[src/rtl/rr_req_ack_arbiter_if.sv]
// ---------------------------------------------------------------------------
// rr_req_ack_arbiter_if
//   Bundles the client-side request/grant lines and the shared responder
//   req/ack pair for rr_req_ack_arbiter.
//
//   Handshake: a client raises req_in[i] and holds it until done[i] or err[i]
//   pulses. The arbiter raises req_out for exactly one cycle per transaction
//   and accepts only a rising edge on ack_in, seen at least one cycle after
//   req_out, as the responder's acknowledge.
//
//   Signals:
//     req_in    [N_REQ] level request per client
//     ack_in    [1]     responder acknowledge (edge-qualified)
//     gnt       [N_REQ] one-hot grant, held for the whole transaction
//     req_out   [1]     one-cycle request pulse to the responder
//     done      [N_REQ] one-cycle completion pulse
//     err       [N_REQ] one-cycle timeout pulse
//     busy      [1]     arbiter is not idle
//     dbg_state [2]     current FSM state (0 IDLE, 1 ISSUE, 2 WAIT, 3 RESP)
//
//   Modports: master = arbiter side, slave = clients/responder side.
// ---------------------------------------------------------------------------
interface rr_req_ack_arbiter_if #(
   parameter int N_REQ = 4
);
   logic [N_REQ-1:0] req_in;
   logic             ack_in;
   logic [N_REQ-1:0] gnt;
   logic             req_out;
   logic [N_REQ-1:0] done;
   logic [N_REQ-1:0] err;
   logic             busy;
   logic [1:0]       dbg_state;

   modport master (
      input  req_in, ack_in,
      output gnt, req_out, done, err, busy, dbg_state
   );

   modport slave (
      output req_in, ack_in,
      input  gnt, req_out, done, err, busy, dbg_state
   );
endinterface

[src/rtl/rr_req_ack_arbiter.sv]
// ---------------------------------------------------------------------------
// rr_req_ack_arbiter
//   Round-robin arbiter that shares one req/ack responder among N_REQ
//   clients. One client is granted at a time; the arbiter pulses req_out,
//   waits for a rising ack_in (optionally bounded by TIMEOUT cycles) and
//   answers the granted client with a one-cycle done or err pulse.
//
//   Ports:
//     clk    system clock, all state on posedge
//     rst_n  asynchronous active-low reset
//     bus    rr_req_ack_arbiter_if.master (req_in, ack_in, gnt, req_out,
//            done, err, busy, dbg_state)
//
//   Parameters:
//     N_REQ    number of clients (2..16)
//     TIMEOUT  max WAIT cycles before abort; 0 waits forever
// ---------------------------------------------------------------------------
module rr_req_ack_arbiter #(
   parameter int N_REQ   = 4,
   parameter int TIMEOUT = 16
) (
   input  logic                   clk,
   input  logic                   rst_n,
   rr_req_ack_arbiter_if.master   bus
);

   localparam int PW = $clog2(N_REQ);
   localparam int CW = (TIMEOUT == 0) ? 1 : $clog2(TIMEOUT + 1);
   localparam logic [CW-1:0]    TMAX     = CW'((TIMEOUT == 0) ? 0 : TIMEOUT - 1);
   localparam logic [N_REQ-1:0] ONE_HOT0 = N_REQ'(1);
   localparam logic [PW-1:0]    LAST_IDX = PW'(N_REQ - 1);

   typedef enum logic [1:0] {
      IDLE  = 2'd0,
      ISSUE = 2'd1,
      WAIT  = 2'd2,
      RESP  = 2'd3
   } state_t;

   state_t           state_q, state_d;
   logic [N_REQ-1:0] gnt_q;
   logic [PW-1:0]    gidx_q;
   logic [PW-1:0]    ptr_q;
   logic [CW-1:0]    cnt_q;
   logic             ack_q;
   logic             ok_q;

   logic             ack_rise;
   logic             timeout_hit;
   logic             sel_found;
   logic [PW-1:0]    sel_idx;
   int               cand;

   logic             req_out_c;
   logic [N_REQ-1:0] done_c;
   logic [N_REQ-1:0] err_c;
   logic             busy_c;

   assign ack_rise    = bus.ack_in & ~ack_q;
   assign timeout_hit = (TIMEOUT != 0) && (cnt_q == TMAX);

   // Search upward from the pointer with wrap; the first requester wins.
   always_comb begin
      sel_found = 1'b0;
      sel_idx   = '0;
      cand      = 0;
      for (int i = 0; i < N_REQ; i++) begin
         cand = (int'(ptr_q) + i) % N_REQ;
         if (!sel_found && bus.req_in[PW'(cand)]) begin
            sel_found = 1'b1;
            sel_idx   = PW'(cand);
         end
      end
   end

   // State register.
   always_ff @(posedge clk or negedge rst_n) begin
      if (!rst_n) state_q <= IDLE;
      else        state_q <= state_d;
   end

   // Next state and outputs. Outputs decode from registered state, so an
   // asynchronous reset forces them low immediately.
   always_comb begin
      state_d   = state_q;
      req_out_c = 1'b0;
      done_c    = '0;
      err_c     = '0;
      busy_c    = (state_q != IDLE);
      case (state_q)
         IDLE: begin
            if (sel_found) state_d = ISSUE;
         end
         ISSUE: begin
            req_out_c = 1'b1;
            state_d   = WAIT;
         end
         WAIT: begin
            // An ack rise beats a coincident timeout.
            if (ack_rise || timeout_hit) state_d = RESP;
         end
         RESP: begin
            if (ok_q) done_c = gnt_q;
            else      err_c  = gnt_q;
            state_d = IDLE;
         end
         default: state_d = IDLE;
      endcase
   end

   // Grant, pointer, wait counter and result flag.
   always_ff @(posedge clk or negedge rst_n) begin
      if (!rst_n) begin
         gnt_q  <= '0;
         gidx_q <= '0;
         ptr_q  <= '0;
         cnt_q  <= '0;
         ack_q  <= 1'b0;
         ok_q   <= 1'b0;
      end else begin
         ack_q <= bus.ack_in;
         case (state_q)
            IDLE: begin
               if (sel_found) begin
                  gnt_q  <= ONE_HOT0 << sel_idx;
                  gidx_q <= sel_idx;
               end
            end
            ISSUE: begin
               cnt_q <= '0;
            end
            WAIT: begin
               if (ack_rise)         ok_q  <= 1'b1;
               else if (timeout_hit) ok_q  <= 1'b0;
               else if (TIMEOUT != 0) cnt_q <= cnt_q + CW'(1);
            end
            RESP: begin
               gnt_q <= '0;
               ptr_q <= (gidx_q == LAST_IDX) ? '0 : gidx_q + PW'(1);
            end
            default: ;
         endcase
      end
   end

   assign bus.gnt       = gnt_q;
   assign bus.req_out   = req_out_c;
   assign bus.done      = done_c;
   assign bus.err       = err_c;
   assign bus.busy      = busy_c;
   assign bus.dbg_state = state_q;

endmodule
[src/flat_wrapper.sv]
// flat-port wrapper written by rule: the top's interface ports become plain ports
module rr_req_ack_arbiter_flat 
#(
   parameter int N_REQ   = 4,
   parameter int TIMEOUT = 16
)
  (clk, rst_n, bus_req_in, bus_ack_in, bus_gnt, bus_req_out, bus_done, bus_err, bus_busy, bus_dbg_state);
  rr_req_ack_arbiter_if #(.N_REQ(N_REQ)) bus_i ();
  input  logic clk;
  input  logic rst_n;
  input wire logic [$bits(bus_i.req_in)-1:0] bus_req_in;
  input wire logic [$bits(bus_i.ack_in)-1:0] bus_ack_in;
  output wire logic [$bits(bus_i.gnt)-1:0] bus_gnt;
  output wire logic [$bits(bus_i.req_out)-1:0] bus_req_out;
  output wire logic [$bits(bus_i.done)-1:0] bus_done;
  output wire logic [$bits(bus_i.err)-1:0] bus_err;
  output wire logic [$bits(bus_i.busy)-1:0] bus_busy;
  output wire logic [$bits(bus_i.dbg_state)-1:0] bus_dbg_state;
  assign bus_i.req_in = bus_req_in;
  assign bus_i.ack_in = bus_ack_in;
  assign bus_gnt = bus_i.gnt;
  assign bus_req_out = bus_i.req_out;
  assign bus_done = bus_i.done;
  assign bus_err = bus_i.err;
  assign bus_busy = bus_i.busy;
  assign bus_dbg_state = bus_i.dbg_state;
  rr_req_ack_arbiter #(.N_REQ(N_REQ), .TIMEOUT(TIMEOUT)) u_core (.clk(clk), .rst_n(rst_n), .bus(bus_i));
endmodule
[config.mk]
export PLATFORM = sky130hd
export DESIGN_NAME = rr_req_ack_arbiter_flat
export DESIGN_NICKNAME = d
export VERILOG_FILES = /design/src/rtl/rr_req_ack_arbiter_if.sv /design/src/rtl/rr_req_ack_arbiter.sv /design/src/flat_wrapper.sv
export SDC_FILE = /design/constraint.sdc
export NUM_CORES = 1
export LEC_CHECK = 0
export CAP_MARGIN = 20
export CORE_UTILIZATION = 40
export DETAILED_ROUTE_END_ITERATION = 7
export HOLD_SLACK_MARGIN = 0.06
export PLACE_DENSITY_LB_ADDON = 0.15
export SLEW_MARGIN = 20
export SYNTH_ARGS = -nofsm -noshare
export SYNTH_HDL_FRONTEND = slang
export SYNTH_SLANG_ARGS = --single-unit
[constraint.sdc]
create_clock -name clk -period 3.6 [get_ports clk]
set_input_delay 0.72 -clock clk [delete_from_list [all_inputs] [get_ports clk]]
set_output_delay 0.72 -clock clk [all_outputs]
set_load 0.1 [all_outputs]
# Word-level counts from Yosys, hierarchy flattened
# Index checks and enable logic that the tools add are counted.
# Widths: inputs -> output; s select.
# op_classes
n_addsub	5
order_cmp	4
eq_ne	9
shifts	1
mux	36
bitwise_logic	2
reduce_logical	17
# ops
operator	count
$mux 4	5
$lt 2x4->1 const B	4
$mux 1	15
$mux 2	7
$mux 5	2
$pmux 5 s2	1
$bmux 1 s2	4
$pmux 2 s4	1
$pmux 4 s2	1
$reduce_and 2->1	4
$reduce_bool 2->1	4
$eq 2x2->1 const B	3
$add 5x1->5 const B	1
$eq 5x4->1 const B	1
$add 2x1->2 const B	2
$add 2x2->2 const B	2
$ne 2x1->1 const B	2
$ne 2x2->1 const B	2
$shl 1x2->4 const A	1
$logic_and 1x1->1	3
$logic_not 1->1	3
$reduce_and 3->1	1
$eq 2x1->1 const B	1
$logic_not 2->1	1
3 further kinds	3
# word_totals
reg_bits	17
inputBits	7
output_inout_bits	16
elab_cells	81

# Depth between registers and ports, before layout
# Gate-level depths: netlist of run 1.
# logic_depth
depth_word	16
depth_mapped	6

# Least setup slack after synthesis of run 1
# Ideal clock, no wire load.
# synth_path
path_type	register to output
startpoint	register u_core.state_q[1] (netlist: u_core.bus.dbg_state[1])
endpoint	output port bus_err[0]
arrival_ns	2.424
required_ns	2.880
slack_ns	0.456
path_stages_with_launch	5
path_buffers	1
cell_sequence	dfrtp_1 > ha_1 > clkbuf_1 > nor2b_1 > and2_1
# synth_via
elab_chain_len	2
# synth_rtl
element	line_no	text
start, declared	rr_req_ack_arbiter.sv:40	state_t state_q, state_d;
start signal, assigned	rr_req_ack_arbiter.sv:79	else state_q <= state_d;
$eq 2x2->1	rr_req_ack_arbiter.sv:90	case (state_q)
$mux 4	rr_req_ack_arbiter.sv:90	
end, declared	flat_wrapper.sv:16	output wire logic [$bits(bus_i.err)-1:0] bus_err;
# Every way passes these cells.

# Worst setup path after layout of run 1
# layout_path
startpoint	register u_core.state_q[1] (netlist: u_core.bus.dbg_state[1])
endpoint	output port bus_dbg_state[1]
# layout_lines
element	line_no	text
end, declared	flat_wrapper.sv:18	output wire logic [$bits(bus_i.dbg_state)-1:0] bus_dbg_state;
# No word-level cell between the ends.

==> impl_metrics.py, run 1 <==
metrics = {
    "synthesis": {
        "yosysTopAreaCell": "dfrtp_1",
        "synth-warning-count": 0,
        "syn_area_per_cell_um2": 9.66,
        "syn_nets": 117,
        "yosysSeqAreaShare_pct": 42.8,
        "yosysTopAreaCellShare_pct": 42.8,
        "syn_inst": 103,
        "ys_ff_latch": 17,
        "netlist_area_um2": 995,
        "synthTopCellsByArea": "dfrtp_1, ha_1, o21ai_0",
        "synth_cell_type_count": 33,
    },
    "worst_setup_path": {
        "cp.arrival_ns": 1.90,
        "cp_cell_sequence": "clkdlybuf4s50_1",
        "critical_path_peak_fanout": 5,
        "cp_num_buf_inv": 1,
        "start_kind": "flop",
        "critPathRequiredTime_ns": 2.88,
        "crit_path_end": "bus_dbg_state[1]",
        "crit_type": "reg -> out",
        "r2r-start": "u_core.cnt_q[0]$_DFFE_PN0P_",
        "cpPeakStageDelay_ns": 1.17,
        "cp-startpoint": "u_core.bus.dbg_state[1]$_DFFE_PN0P_",
        "reg2reg_setup_slack_ns": 1.57,
        "path_depth": 1,
        "rr_worst_depth": 6,
        "r2r_end": "u_core.cnt_q[3]$_DFFE_PN0P_",
        "cp_slowest_cell": "clkdlybuf4s50_1",
        "endpoint_kind": "output pin",
        "critPathTopFamily": "buffers and inverters",
    },
    "die": {
        "die_h_um": 51.9,
        "core_um2": 2280,
        "row_count": 17,
        "start_util_pct": 43.7,
        "dieArea_um2": 2690,
        "die-width_um": 51.9,
        "top_level_ports": 23,
    },
    "grt": {
        "grt_pass1_wl_mm": 3.34,
        "grt_usage_pct": 17.1,
        "overflow": 0,
        "grt_pass1_vias": 718,
        "antenna_found_initial": 0,
        "grt_max_degree": 18,
    },
    "sta": {
        "setup_viol": 0,
        "period_needed_ns": 2.62,
        "slew-limit-headroom_pct": 34.9,
        "tightest_slew_ns": 0.974,
        "fin_tns_setup_ns": 0,
        "fin_skew_ns": 0.0106,
        "rsz0062_at_grt": "no",
        "slew_viol_final": 0,
        "finalHoldViolCount": 0,
        "fmax_mhz": 381,
        "finalCritPeriodShare_pct": 72.8,
    },
    "final_layout": {
        "n_fill_cell": 202,
        "final_nets": 142,
        "layout-drive-gt1-share_pct": 18.1,
        "syn2layout_area_growth_pct": 25.0,
        "diodes": 0,
    },
    "clock_network": {
        "insertion_delay_ns": 0.29,
        "root_buffer": "clkbuf_4",
        "cts_tree": "built",
        "post_cts_buffers": 0,
        "clkSinkCount": 17,
        "cts_resized": 0,
        "clk_path_buf_depth": 2,
        "cts_buffers": 3,
        "htree_levels": 1,
        "cts.clk_slew.worst_paths_ns": 0.11,
        "holdBufCountCts": 0,
    },
    "min_path": {
        "hold_class": "reg -> reg",
    },
    "flow_run": {
        "max-cap-violations": 0,
    },
    "drt": {
        "drt_iter0_drc": 17,
        "wire_per_inst_um": 12.4,
        "ant_nets": 0,
        "route.detailed.drc": 0,
        "num_vias": 818,
        "firstDrtPassIters": 4,
        "via_per_inst": 5.28,
        "wl_mm": 1.93,
    },
    "outcome": {
        "status": "completed",
    },
    "placed_design": {
        "io_buffers": 22,
        "place_hpwl_mm": 1.49,
        "globalplace.congestion": 0.738,
    },
}
## per-layer routing
layer  routed length, um  track usage (%)  vias up
met5                   0                0        -
met4                  16             6.76        0
met3                 137             3.80        2
met2                 795             24.4       34
met1                 976             24.9      367
li1                    -                -      415
## cell families (layout without fill, tap and decap cells)
| group | count (synthesis) | in the layout | synth area share (%) |
|---|---|---|---|
| flops | 17 | 17 | 42.8 |
| buf+inv | 9 | 33 | 3.52 |
| compound gates | 26 | 26 | 17.7 |
| simple gates | 41 | 41 | 23.5 |
| fa+ha+maj | 7 | 7 | 8.80 |
| mux | 3 | 3 | 3.65 |
## flip-flops by register name, indices dropped and copies added (netlist names)
name	flops
u_core.cnt_q	5
u_core.bus.gnt	4
u_core.bus.dbg_state	2
u_core.gidx_q	2
u_core.ptr_q	2
u_core.ack_q	1
u_core.ok_q	1
## per-stage QoR
stage / instances / instance area (um2) / utilization (%) / setup slack [ns] / hold WS, ns
2_1_floorplan: 103 / 995 / - / 0.456 / 0.424
3_3_place_gp: 151 / 1220 / 53.4 / 1.33 / 0.475
3_5_place_dp: 151 / 1220 / 53.4 / 1.29 / 0.478
4_1_cts: 155 / 1240 / 54.6 / 0.953 / 0.510
5_1_grt: 155 / 1240 / 54.6 / 0.920 / 0.552
6_report: 155 / 1240 / 54.6 / 0.978 / 0.514
## final cells by class
type | count | area [um2] | area share [%]
well taps | 28 | 35.0 | 2.82
inverters | 7 | 26.3 | 2.11
multi-input cells | 77 | 534 | 43.0
clock inverters | 1 | 5.00 | 0.402
flip-flops and latches | 17 | 425 | 34.2
repair buffers | 22 | 195 | 15.7
clock buffers | 3 | 22.5 | 1.81
## synth_stat cells
master	n
mux2i_1	1
and2_1	5
nand3b_1	1
mux2_4	1
nor2_1	7
a21oi_2	1
inv_1	7
nand2_1	6
clkbuf_1	1
and3_1	5
nand2b_1	6
o31ai_2	1
o31ai_1	1
nor2b_1	2
a22o_1	2
o22a_1	1
a221oi_1	1
a21oi_1	2
nor3_1	1
a31o_2	1
or2_2	1
or3_4	1
dfrtp_1	17
mux2_2	1
ha_1	7
buf_2	1
o2bb2ai_1	3
nor4_2	1
o21ai_0	11
a31oi_1	2
and2b_1	1
nand3_1	3
and2_2	1
## worst min path at each step
stage,from,to,cells after the start
global route,u_core.cnt_q[0]$_DFFE_PN0P_,u_core.cnt_q[0]$_DFFE_PN0P_,1
floorplan,rst_n,u_core.ack_q$_DFF_PN0_,0
detailed placement,u_core.cnt_q[4]$_DFFE_PN0P_,u_core.cnt_q[4]$_DFFE_PN0P_,1
finish,u_core.cnt_q[4]$_DFFE_PN0P_,u_core.cnt_q[4]$_DFFE_PN0P_,1
CTS,u_core.cnt_q[4]$_DFFE_PN0P_,u_core.cnt_q[4]$_DFFE_PN0P_,1
global placement,u_core.cnt_q[4]$_DFFE_PN0P_,u_core.cnt_q[4]$_DFFE_PN0P_,1
## cell usage in the layout (no fill, tap or decap), types with 2 or more instances in the layout
cell and n:
o21ai_0 11, nand2b_1 6, a31oi_1 2, nand3_1 3
nand2_1 6, nor2b_1 2, a22o_1 2, clkdlybuf4s50_1 12
a21oi_1 2, and3_1 5, clkbuf_4 3, dfrtp_1 17
inv_1 7, buf_4 10, and2_1 5, nor2_1 7
o2bb2ai_1 3, ha_1 7
Power of run 1 is not shown: default switching activity piles up to over one toggle a cycle in this logic, so the estimate is an artifact.
==> inputs of run 2 (changes only) <==
==> constraint.sdc (replaced) <==
create_clock -name clk -period 2.6 [get_ports clk]
set_input_delay 0.52 -clock clk [delete_from_list [all_inputs] [get_ports clk]]
set_output_delay 0.52 -clock clk [all_outputs]
set_load 0.1 [all_outputs]
==> impl_metrics.py, run 2 (synthesis results as in run 1) <==
metrics = {
    "sta": {
        "fin_tns_setup_ns": 0,
        "tightest_slew_ns": 0.773,
        "setup_viol": 0,
        "fin_skew_ns": 0.00148,
        "slew-limit-headroom_pct": 48.3,
        "timing.final.ws_setup_ns": 0.411,
        "finalHoldViolCount": 0,
        "finalCritPeriodShare_pct": 84.2,
        "fmax_mhz": 457,
        "period_needed_ns": 2.19,
        "slew_viol_final": 0,
        "rsz0062_at_grt": "no",
    },
    "final_layout": {
        "final_area_um2": 1290,
        "largest_register": "u_core.cnt_q",
        "final_nets": 142,
        "diodes": 0,
        "layout-drive-gt1-share_pct": 28.3,
        "mostFrequentLayoutCells": "dfrtp_1, buf_4, o21ai_0",
        "final_common_cell": "dfrtp_1",
        "largest_reg_flops": 5,
        "syn2layout_area_growth_pct": 29.4,
    },
    "grt": {
        "grt_pass1_wl_mm": 3.55,
        "antenna_found_initial": 0,
        "grt_pass1_vias": 788,
        "overflow": 0,
        "grt_max_degree": 18,
        "grt_usage_pct": 18.1,
    },
    "placed_design": {
        "place_hpwl_mm": 1.54,
        "globalplace.congestion": 0.818,
        "io_buffers": 22,
        "dpl_cell_area_um2": 1260,
        "dp_slack_ns": 0.509,
    },
    "clock_network": {
        "cts.clk_slew.worst_paths_ns": 0.10,
        "cts_resized": 0,
        "cts_buffers": 3,
        "post_cts_buffers": 0,
        "root_buffer": "clkbuf_4",
        "htree_levels": 1,
        "clkSinkCount": 17,
        "holdBufCountCts": 0,
        "clk_path_buf_depth": 2,
        "cts_tree": "built",
        "insertion_delay_ns": 0.30,
    },
    "die": {
        "top_level_ports": 23,
        "die_h_um": 51.9,
        "start_util_pct": 43.7,
        "die-width_um": 51.9,
        "row_count": 17,
        "dieArea_um2": 2690,
        "core_um2": 2280,
    },
    "drt": {
        "route.detailed.drc": 0,
        "ant_nets": 0,
        "wire_per_inst_um": 13.1,
        "via_per_inst": 5.28,
        "num_vias": 819,
        "drt_iter0_drc": 8,
        "firstDrtPassIters": 3,
        "wl_mm": 2.03,
    },
    "outcome": {
        "status": "completed",
    },
    "min_path": {
        "hold_class": "reg -> reg",
    },
    "worst_setup_path": {
        "critical_path_peak_fanout": 10,
        "crit_type": "reg -> out",
        "endpoint_kind": "output pin",
        "start_kind": "flop",
        "cp.arrival_ns": 1.67,
        "critPathRequiredTime_ns": 2.08,
    },
    "flow_run": {
        "max-cap-violations": 0,
    },
}
-- run 2: changes by cell type in the layout (fill, tap and decap cells not counted), moves of 4 or more --
cell             before  now
clkdlybuf4s50_1      12    6
and2_1                5    1
and2_2                1    5
buf_12                0    4
-- run 2: worst max-delay path, stage by stage (launching register included) --
cell and delay [ns]:
dfrtp_2 0.42, ha_1 0.34, nor2b_1 0.25, and2_2 0.20, buf_12 0.17
-- run 2: layout make-up --
class,instances,area (um2)
clock buffers,3,22.5
multi-input cells,77,541
fillers,196,988
clock inverters,1,5.00
inverters,7,26.3
well taps,28,35.0
flip-flops and latches,17,428
repair buffers,22,230
-- run 2: per-layer routing --
layer,vias up,track usage [%],share of wire (%)
li1,408,-,-
met5,-,0,0
met4,0,7.21,1.1
met2,23,29.1,44
met3,4,3.80,4.5
met1,384,23.7,50
-- run 2: path summary, 6_finish.rpt --
path                                                           from                             endpoint  slack [ns]  depth (start not counted)
worst max-delay path            u_core.bus.dbg_state[1]$_DFFE_PN0P_                           bus_err[0]        0.41                          4
max in group asynchronous                                     rst_n  u_core.bus.dbg_state[0]$_DFFE_PN0P_        1.41                          1
min in group asynchronous                                     rst_n        u_core.bus.gnt[0]$_DFFE_PN0P_        0.66                          1
worst max register to register          u_core.cnt_q[0]$_DFFE_PN0P_          u_core.cnt_q[3]$_DFFE_PN0P_        0.60                          6
worst min-delay path                    u_core.cnt_q[4]$_DFFE_PN0P_          u_core.cnt_q[4]$_DFFE_PN0P_        0.53                          1
worst min register to register          u_core.cnt_q[4]$_DFFE_PN0P_          u_core.cnt_q[4]$_DFFE_PN0P_        0.53                          1
-- run 2: stage by stage --
| stage | util [%] | hold slack, ns | cells |
|---|---|---|---|
| 6_report | 56.6 | 0.530 | 155 |
| 5_1_grt | 56.6 | 0.552 | 155 |
| 4_1_cts | 56.6 | 0.530 | 155 |
| 3_5_place_dp | 55.4 | 0.507 | 151 |
| 3_3_place_gp | 55.4 | 0.473 | 151 |
| 2_1_floorplan | - | 0.224 | 103 |
Power of run 2 is left out for the same reason.
